### src/rtl/bidir_bus_pkg.sv
// bidir_bus_pkg: shared state encoding, bus width default and parameter checks
// for the bidirectional harness bus controller.
package bidir_bus_pkg;
   localparam int BUS_WIDTH = 16;

   typedef enum logic [2:0] {
      ST_IDLE  = 3'd0,
      ST_DRIVE = 3'd1,
      ST_TURN  = 3'd2,
      ST_WAIT  = 3'd3,
      ST_RESP  = 3'd4
   } state_t;

   function automatic int max3(input int a, input int b, input int c);
      int m;
      m = (a > b) ? a : b;
      return (m > c) ? m : c;
   endfunction

   function automatic bit params_legal(input int drive, input int turn, input int sample);
      return (drive >= 1) && (turn >= 0) && (sample >= 1);
   endfunction
endpackage

### src/rtl/bidir_bus_ctrl.sv
// bidir_bus_ctrl: sequences single reads/writes on split bus signals with
// drive-hold and turnaround timing; the pad stage owns the actual tristate.
module bidir_bus_ctrl
   import bidir_bus_pkg::*;
#(
   parameter int WIDTH        = BUS_WIDTH,
   parameter int DRIVE_CYCLES = 2,
   parameter int TURN_CYCLES  = 1,
   parameter int SAMPLE_DELAY = 1
) (
   input  logic             clk,
   input  logic             rst_n,
   input  logic             req_valid,
   output logic             req_ready,
   input  logic             req_write,
   input  logic [WIDTH-1:0] req_wdata,
   output logic             rsp_valid,
   input  logic             rsp_ready,
   output logic             rsp_write,
   output logic [WIDTH-1:0] rsp_rdata,
   output logic [WIDTH-1:0] bus_out,
   output logic             bus_oe,
   input  logic [WIDTH-1:0] bus_in
);
   localparam int CW = $clog2(max3(DRIVE_CYCLES, TURN_CYCLES, SAMPLE_DELAY)) + 1;

   if (!params_legal(DRIVE_CYCLES, TURN_CYCLES, SAMPLE_DELAY)) begin : g_bad_params
      $error("bidir_bus_ctrl: illegal timing parameters");
   end

   state_t           r_state;
   logic [CW-1:0]    r_cnt;
   logic             r_bus_oe;
   logic [WIDTH-1:0] r_bus_out;
   logic             r_rsp_valid;
   logic             r_rsp_write;
   logic [WIDTH-1:0] r_rsp_rdata;
   logic             w_last;

   assign w_last    = r_cnt == CW'(1);
   assign req_ready = r_state == ST_IDLE;
   assign bus_oe    = r_bus_oe;
   assign bus_out   = r_bus_out;
   assign rsp_valid = r_rsp_valid;
   assign rsp_write = r_rsp_write;
   assign rsp_rdata = r_rsp_rdata;

   // Write data is parked in r_rsp_rdata at accept, so the echo needs no extra latch.
   always_ff @(posedge clk) begin
      if (!rst_n) begin
         r_state     <= ST_IDLE;
         r_cnt       <= '0;
         r_bus_oe    <= 1'b0;
         r_bus_out   <= '0;
         r_rsp_valid <= 1'b0;
         r_rsp_write <= 1'b0;
         r_rsp_rdata <= '0;
      end else begin
         case (r_state)
            ST_IDLE: if (req_valid) begin
               r_rsp_write <= req_write;
               if (req_write) begin
                  r_state     <= ST_DRIVE;
                  r_cnt       <= CW'(DRIVE_CYCLES);
                  r_bus_oe    <= 1'b1;
                  r_bus_out   <= req_wdata;
                  r_rsp_rdata <= req_wdata;
               end else begin
                  r_state <= ST_WAIT;
                  r_cnt   <= CW'(SAMPLE_DELAY);
               end
            end
            ST_DRIVE: if (w_last) begin
               r_bus_oe  <= 1'b0;
               r_bus_out <= '0;
               if (TURN_CYCLES == 0) begin
                  r_state     <= ST_RESP;
                  r_cnt       <= '0;
                  r_rsp_valid <= 1'b1;
               end else begin
                  r_state <= ST_TURN;
                  r_cnt   <= CW'(TURN_CYCLES);
               end
            end else r_cnt <= r_cnt - CW'(1);
            ST_TURN: if (w_last) begin
               r_state     <= ST_RESP;
               r_cnt       <= '0;
               r_rsp_valid <= 1'b1;
            end else r_cnt <= r_cnt - CW'(1);
            ST_WAIT: if (w_last) begin
               r_state     <= ST_RESP;
               r_cnt       <= '0;
               r_rsp_valid <= 1'b1;
               r_rsp_rdata <= bus_in;
            end else r_cnt <= r_cnt - CW'(1);
            ST_RESP: if (rsp_ready) begin
               r_state     <= ST_IDLE;
               r_cnt       <= '0;
               r_rsp_valid <= 1'b0;
            end
            default: begin
               r_state  <= ST_IDLE;
               r_cnt    <= '0;
               r_bus_oe <= 1'b0;
            end
         endcase
      end
   end
endmodule

### config.mk
export PLATFORM = sky130hd
export DESIGN_NAME = bidir_bus_ctrl
export DESIGN_NICKNAME = d
export VERILOG_FILES = /design/src/rtl/bidir_bus_pkg.sv /design/src/rtl/bidir_bus_ctrl.sv
export SDC_FILE = /design/constraint.sdc
export NUM_CORES = 1
export LEC_CHECK = 0
export ABC_AREA = 1
export CORE_MARGIN = 4
export CORE_UTILIZATION = 40
export DETAILED_ROUTE_END_ITERATION = 10
export PLACE_DENSITY_LB_ADDON = 0.12
export SYNTH_ARGS = -nofsm -noshare
export SYNTH_HDL_FRONTEND = slang
export SYNTH_SLANG_ARGS = --single-unit
### constraint.sdc
create_clock -name clk -period 3.9 [get_ports clk]
set_input_delay 0.78 -clock clk [delete_from_list [all_inputs] [get_ports clk]]
set_output_delay 0.78 -clock clk [all_outputs]
set_load 0.01 [all_outputs]
### Yosys cells after proc, flatten, opt, wreduce, memory -nomap -nowiden

Index checks and enable logic that the tools add are counted.

* bits in registers: 40
* output and inout port bits: 36
* input bits: 37

* add/sub/neg operators: 1
* multiplexer cells: 25
* eq/ne operators: 11
* bitwise operators: 1
* reduce and logical (&&, ||, !) cells: 13

Operators by type and width (number)
* $mux 16: 4
* $pmux 16 s2: 2
* $reduce_and 4->1: 4
* $mux 2: 6
* $mux 3: 4
* $pmux 3 s4: 1
* $ne 2x2->1 const B: 4
* $pmux 2 s4: 1
* $eq 3x2->1 const B: 2
* $reduce_bool 2->1: 3
* $mux 1: 5
* $ne 2x1->1 const B: 2
* $reduce_and 2->1: 2
* $eq 3x1->1 const B: 1
* $eq 3x3->1 const B: 1
* $logic_not 3->1: 1
* $pmux 1 s3: 1
* $reduce_and 3->1: 1
* $reduce_or 3->1: 1
* $eq 2x1->1 const B: 1
* $pmux 1 s2: 1
* $reduce_or 2->1: 1
* $sub 2x1->2 const B: 1
* $not 1->1: 1

### Longest topological paths before layout

Gate-level depths: netlist of run 1.

* depth in word-level cells: 4
* depth in mapped cells: 10
* gate-level depth less buffers: 9

### Worst setup path after synthesis of run 1

OpenSTA, ideal clock, no wires.

* kind: input to register
* from: input port req_write
* to: register r_bus_out[11] (netlist: bus_out[11])
* buffers on the path: 1
* setup slack: 2.356 ns
* arrival: 1.428 ns
* stages: 8
* data required time: 3.784 ns
* cell sequence: inv_1 nand3_1 nand2_1 nor2_2 buf_6 inv_1 nor2_1 nor2_1

* cells in the longest elaborated chain, start to end: 2

Ends and longest elaborated chain
* from (decl): line bidir_bus_ctrl.sv:15 `input logic req_write,`
* $ne 2x1->1 (no line)
* $reduce_and 4->1 (no line)
* to (signal assigned): line bidir_bus_ctrl.sv:66 `r_bus_out <= req_wdata;`
* to (decl): line bidir_bus_ctrl.sv:34 `logic [WIDTH-1:0] r_bus_out;`

No other way between the ends.
A chain may end at the register's enable or synchronous reset.

### Worst setup path in the final report of run 1

* from: register r_state[1]
* to: output port req_ready

* cells in the longest elaborated chain, start to end: 1

Ends and longest elaborated chain
* from (decl): line bidir_bus_ctrl.sv:31 `state_t r_state;`
* from (signal assigned): line bidir_bus_ctrl.sv:51 `r_state <= ST_IDLE;`
* from (signal assigned): line bidir_bus_ctrl.sv:63 `r_state <= ST_DRIVE;`
* from (signal assigned): line bidir_bus_ctrl.sv:69 `r_state <= ST_WAIT;`
* $logic_not 3->1: line bidir_bus_ctrl.sv:41 `assign req_ready = r_state == ST_IDLE;`
* to (decl): line bidir_bus_ctrl.sv:14 `output logic req_ready,`

No other way between the ends.

==> impl_metrics.tcl, run 1 <==
set metrics [dict create \
    run_status "finished, final reports clean" \
    drive_above_1_share_pct 5.71 \
    dieArea_um2 6040 \
    synth_area_um2 1940 \
    ir_drop_uv 231 \
    synthCells 299 \
    drt_iter0_markers 75 \
    crit_fanout 7 \
    die_h_um 77.7 \
    cts.sinks 40 \
    cts_buffers 5 \
    globalplace.congestion 0.815 \
    cp.required_ns 3.12 \
    cp.arrival_ns 1.52 \
    hold_start "bus_oe" \
    holdPathStages 2 \
    fmax_mhz 434 \
    synth_warnings 0 \
    viasPerCell 4.54 \
    clk_path_buf_depth 2 \
    ctsResizeCount 0 \
    first_pass_iters 4 \
    vias 1975 \
    rsz0062_at_grt "no" \
    power.density_nw_per_um2 691 \
    worstMarginPinSlew_ns 1.00 \
    grt_pass1_wl_um 8560 \
    drtAntennaViolNets 0 \
    maxSlewViolCount 0 \
    grt_max_degree 34 \
    fillers 494 \
    cts.reportedPaths.clkPinSlew_ns 0.08 \
    worstSetupPathType "reg2out" \
    clk_latency_ns 0.29 \
    place_inst 427 \
    grt_pass1_vias 1914 \
    hpwl_um 3730 \
    reg2reg_depth 8 \
    p_leak_nw 1.30 \
    finalHoldViolCount 0 \
    finalSetupViolCount 0 \
    wl_per_cell_um 11.4 \
    cts_hold_buffers 0 \
    diodes 0 \
    fin_tns_setup_ns 0 \
    slew_headroom_pct 32.9 \
    r2r-end "rsp_rdata[9]" \
    regArea_um2 801 \
    initial_core_util_pct 41.2 \
    ioPinCount 73 \
    gr-usage-all-layers_pct 17.4 \
    final_cell_count_no_fill 435 \
    cts_tree "done" \
    avgSynthCellArea_um2 6.50 \
    totalWireLength_um 4980 \
    final.period_utilization_pct 59.0 \
    r2r_slack_ns 2.11 \
    synth_seq_area_share_pct 41.2 \
    yosysUniqueCellTypes 19 \
    multi_input_area_um2 978 \
    clock-root-buffer "clkbuf_8" \
    rows 25 \
    layout.nets 406 \
    p_total_mw 1.93 \
    ys.flop_type "dfxtp_1" \
    async_flop_share_pct 0 \
    min_period_ns 2.30 \
    grt-ovfl-total 0 \
    drcViolationCount 0 \
    h-tree-depth 2 \
    worstReg2RegStart "r_state[1]" \
    area_growth_pct 43.6 \
    synth_edf_count 0 \
    synth_nets 338 \
    hp-class "reg2reg" \
    cp-end-kind "output pin" \
    hold_path_end "bus_oe" \
    maxCapViolations 0 \
    cts_setup_buffers 0 \
    layout_commonest_cell "nand2_1" \
    grt_antenna_before_repair 0 \
    final_cell_mix "92 x nand2_1, 74 x nor2_1, 72 x clkdlybuf4s50_1" \
    fp.dieW_um 77.7 \
    portBuffers 72 \
    skew_ns 0.00403 \
    crit_path_start_kind "register" \
    core-area_um2 4720 \
    synth-seq-cells 40 \
]
-- state kept, by name, indices dropped and copies added (netlist names) --
name	cells
bus_oe	1
rsp_write	1
r_cnt	2
rsp_valid	1
rsp_rdata	16
r_state	3
bus_out	16
-- logic make-up (layout without fill, tap and decap cells) --
group | count (synthesis) | after routing | share of synthesized area [%]
AO/OA/AOI/OAI | 30 | 30 | 7.72
adder cells (fa/ha/maj) | 2 | 2 | 1.29
buffers and inverters | 31 | 100 | 8.49
flip-flops | 40 | 40 | 41.2
AND/OR/NAND/NOR | 196 | 196 | 41.3
-- critical path: stages, from the launching register on --
cell and delay, ns:
dfxtp_1 0.36, nor2_4 0.19, nand2_2 0.08, inv_2 0.08, clkdlybuf4s50_1 0.53
-- cell usage after synthesis, types with 2 or more instances --
| cell type | count | share of area, % |
|---|---|---|
| buf_4 | 4 | 1.5 |
| inv_2 | 3 | 0.58 |
| clkbuf_1 | 2 | 0.39 |
| a21oi_1 | 9 | 2.3 |
| buf_6 | 4 | 2.3 |
| nand3_1 | 23 | 5.9 |
| inv_1 | 14 | 2.7 |
| nand2_1 | 92 | 18 |
| o21ai_0 | 21 | 5.4 |
| nor2_1 | 74 | 14 |
| nor2_2 | 2 | 0.64 |
| ha_1 | 2 | 1.3 |
| dfxtp_1 | 40 | 41 |
| nand2_2 | 2 | 0.64 |
| buf_2 | 3 | 0.77 |
-- how the worst max path moves through the flow --
| stage | from | endpoint | slack, ns | cells after the start |
|---|---|---|---|---|
| after floorplan | req_write | bus_out[11] | 2.36 | 8 |
| after global routing | rst_n | r_state[1] | 1.42 | 3 |
| final | r_state[1] | req_ready | 1.60 | 4 |
| after detailed placement | rst_n | r_cnt[1] | 1.32 | 3 |
| after global placement | rst_n | r_cnt[1] | 1.37 | 3 |
| after CTS | r_state[1] | req_ready | 1.58 | 4 |
-- layer usage --
layer  global-route usage [%]  part of all wire (%)  vias to the layer above
met5                        0                     0                        -
met3                     4.41                   4.7                        5
met2                     28.7                    47                       40
met4                     4.80                   1.1                        0
met1                     22.4                    48                      868
li1                         -                     -                     1062
-- per-stage QoR --
stage	area [um^2]	setup slack (ns)	utilization, %	hold WS (ns)
finish	2790	1.60	59.1	0.462
global route	2790	1.42	59.1	0.491
CTS	2790	1.58	59.1	0.466
detailed placement	2670	1.32	56.5	0.455
global placement	2670	1.37	56.5	0.454
floorplan	1940	2.36	-	0.461
-- layout make-up --
cell class / instances / area share (%)
Tap cell: 67 / 3.00
Sequential cell: 40 / 28.7
Multi-Input combinational cell: 228 / 35.1
Clock buffer: 6 / 2.96
Inverter: 17 / 2.29
Timing Repair Buffer: 75 / 26.6
Clock inverter: 2 / 1.39
-- power breakdown --
group,total (mW),switching [mW],internal [mW]
Sequential,0.638,0.0835,0.554
Clock,0.355,0.146,0.209
Combinational,0.937,0.505,0.431
Total,1.93,0.735,1.19
No activity file was read; power rests on OpenSTA's default activity.
==> inputs of run 2 (changes only) <==
clock period = 2 ns   (was 3.9 ns; I/O delays follow)
==> impl_metrics.tcl, run 2 (same netlist as run 1, synthesis figures left out) <==
set metrics [dict create \
    viasPerCell 4.56 \
    wl_per_cell_um 11.8 \
    finalSetupViolCount 0 \
    first_pass_iters 4 \
    hold_start "rsp_valid" \
    drive_above_1_share_pct 6.97 \
    multi_input_area_um2 978 \
    power.density_nw_per_um2 1310 \
    p_total_mw 3.68 \
    layout_commonest_cell "nand2_1" \
    diodes 0 \
    grt_pass1_vias 1906 \
    vias 2005 \
    globalplace.congestion 0.827 \
    dieArea_um2 6040 \
    fp.dieW_um 77.7 \
    hp-class "reg2reg" \
    rows 25 \
    layout.nets 411 \
    maxCapViolations 0 \
    cts_tree "done" \
    cp.required_ns 1.60 \
    crit_path_start_kind "register" \
    hpwl_um 3900 \
    crit_fanout 7 \
    grt-ovfl-total 0 \
    drcViolationCount 0 \
    worstMarginPinSlew_ns 0.578 \
    hold-worst-slack_ns 0.469 \
    regArea_um2 801 \
    cts_setup_buffers 0 \
    cts.reportedPaths.clkPinSlew_ns 0.07 \
    worstSetupPathType "reg2out" \
    r2r_slack_ns 0.40 \
    holdPathStages 2 \
    grt_antenna_before_repair 0 \
    clk_latency_ns 0.29 \
    h-tree-depth 2 \
    clk_path_buf_depth 2 \
    maxSlewViolCount 0 \
    reg2reg_depth 7 \
    finalHoldViolCount 0 \
    worstReg2RegStart "r_state[1]" \
    cp-end-kind "output pin" \
    grt_max_degree 23 \
    run_status "finished, final reports clean" \
    cp.arrival_ns 1.50 \
    portBuffers 72 \
    cts.sinks 40 \
    final.period_utilization_pct 95.2 \
    fillers 505 \
    r2r-end "rsp_rdata[9]" \
    crit_chain "nor2_4 > nand2_2 > inv_2 > clkdlybuf4s50_1" \
    core-area_um2 4720 \
    grt_pass1_wl_um 8840 \
    cts_buffers 5 \
    min_period_ns 1.90 \
    cts_hold_buffers 0 \
    initial_core_util_pct 41.2 \
    fmax_mhz 525 \
    slew_headroom_pct 61.4 \
    ctsResizeCount 0 \
    final_cell_mix "92 x nand2_1, 74 x nor2_1, 72 x clkdlybuf4s50_1" \
    clock-root-buffer "clkbuf_8" \
    hold_path_end "rsp_valid" \
    gr-usage-all-layers_pct 18.1 \
    drtAntennaViolNets 0 \
    fin_tns_setup_ns 0 \
    fin_util_pct 59.6 \
    slowest_delay_ns 0.53 \
    drt_iter0_markers 106 \
    rsz0062_at_grt "no" \
    p_leak_nw 1.31 \
    ioPinCount 73 \
    ir_drop_uv 579 \
    skew_ns 0.0103 \
    die_h_um 77.7 \
    area_growth_pct 44.9 \
    critPathSlowestCell "clkdlybuf4s50_1" \
    totalWireLength_um 5190 \
]
run 2: layer usage:
layer  up-vias  share of wire (%)  global-route usage, %
met3         8                4.5                   4.76
li1       1074                  -                      -
met5         -                  0                      0
met1       882                 47                   23.1
met4         0                1.8                   6.58
met2        41                 46                   29.1
run 2: metrics by stage:
step / area (um^2) / std cells / setup WS [ns]
2_1_floorplan: 1940 / 299 / 0.718
3_3_place_gp: 2720 / 432 / 0.136
3_5_place_dp: 2720 / 432 / 0.104
4_1_cts: 2820 / 440 / 0.0527
5_1_grt: 2820 / 440 / 0.0117
6_report: 2820 / 440 / 0.0961
run 2: power breakdown:
group,switching (mW),internal [mW]
Combinational,1.01,0.866
Clock,0.289,0.282
Sequential,0.156,1.08
run 2: worst max-delay path by stage:
stage | start | to | depth (start not counted)
floorplan | r_cnt[0] | bus_out[11] | 9
finish | r_state[1] | req_ready | 4
global placement | req_write | bus_out[7] | 9
CTS | r_state[1] | req_ready | 4
detailed placement | req_write | bus_out[13] | 9
global route | r_state[1] | req_ready | 4
run 2: critical path: cells and delay by family, from the launching register on:
kind	cells	cell delay [ns]
DFF	1	0.35
and+or+nand+nor	2	0.25
buffers and inverters	2	0.62
run 2: final cells by class:
| cell class | count | share of cell area (%) |
|---|---|---|
| inverters | 17 | 2.27 |
| well taps | 67 | 2.98 |
| flip-flops and latches | 40 | 28.4 |
| clock inverters | 2 | 0.489 |
| repair buffers | 80 | 28.2 |
| clock buffers | 6 | 2.93 |
| multi-input cells | 228 | 34.7 |
==> inputs of run 3 (changes only) <==
SKIP_CTS_REPAIR_TIMING = 1   (was unset)
==> results of run 3 <==
No change in the layout: final DEF, timing and power equal those of run 2.
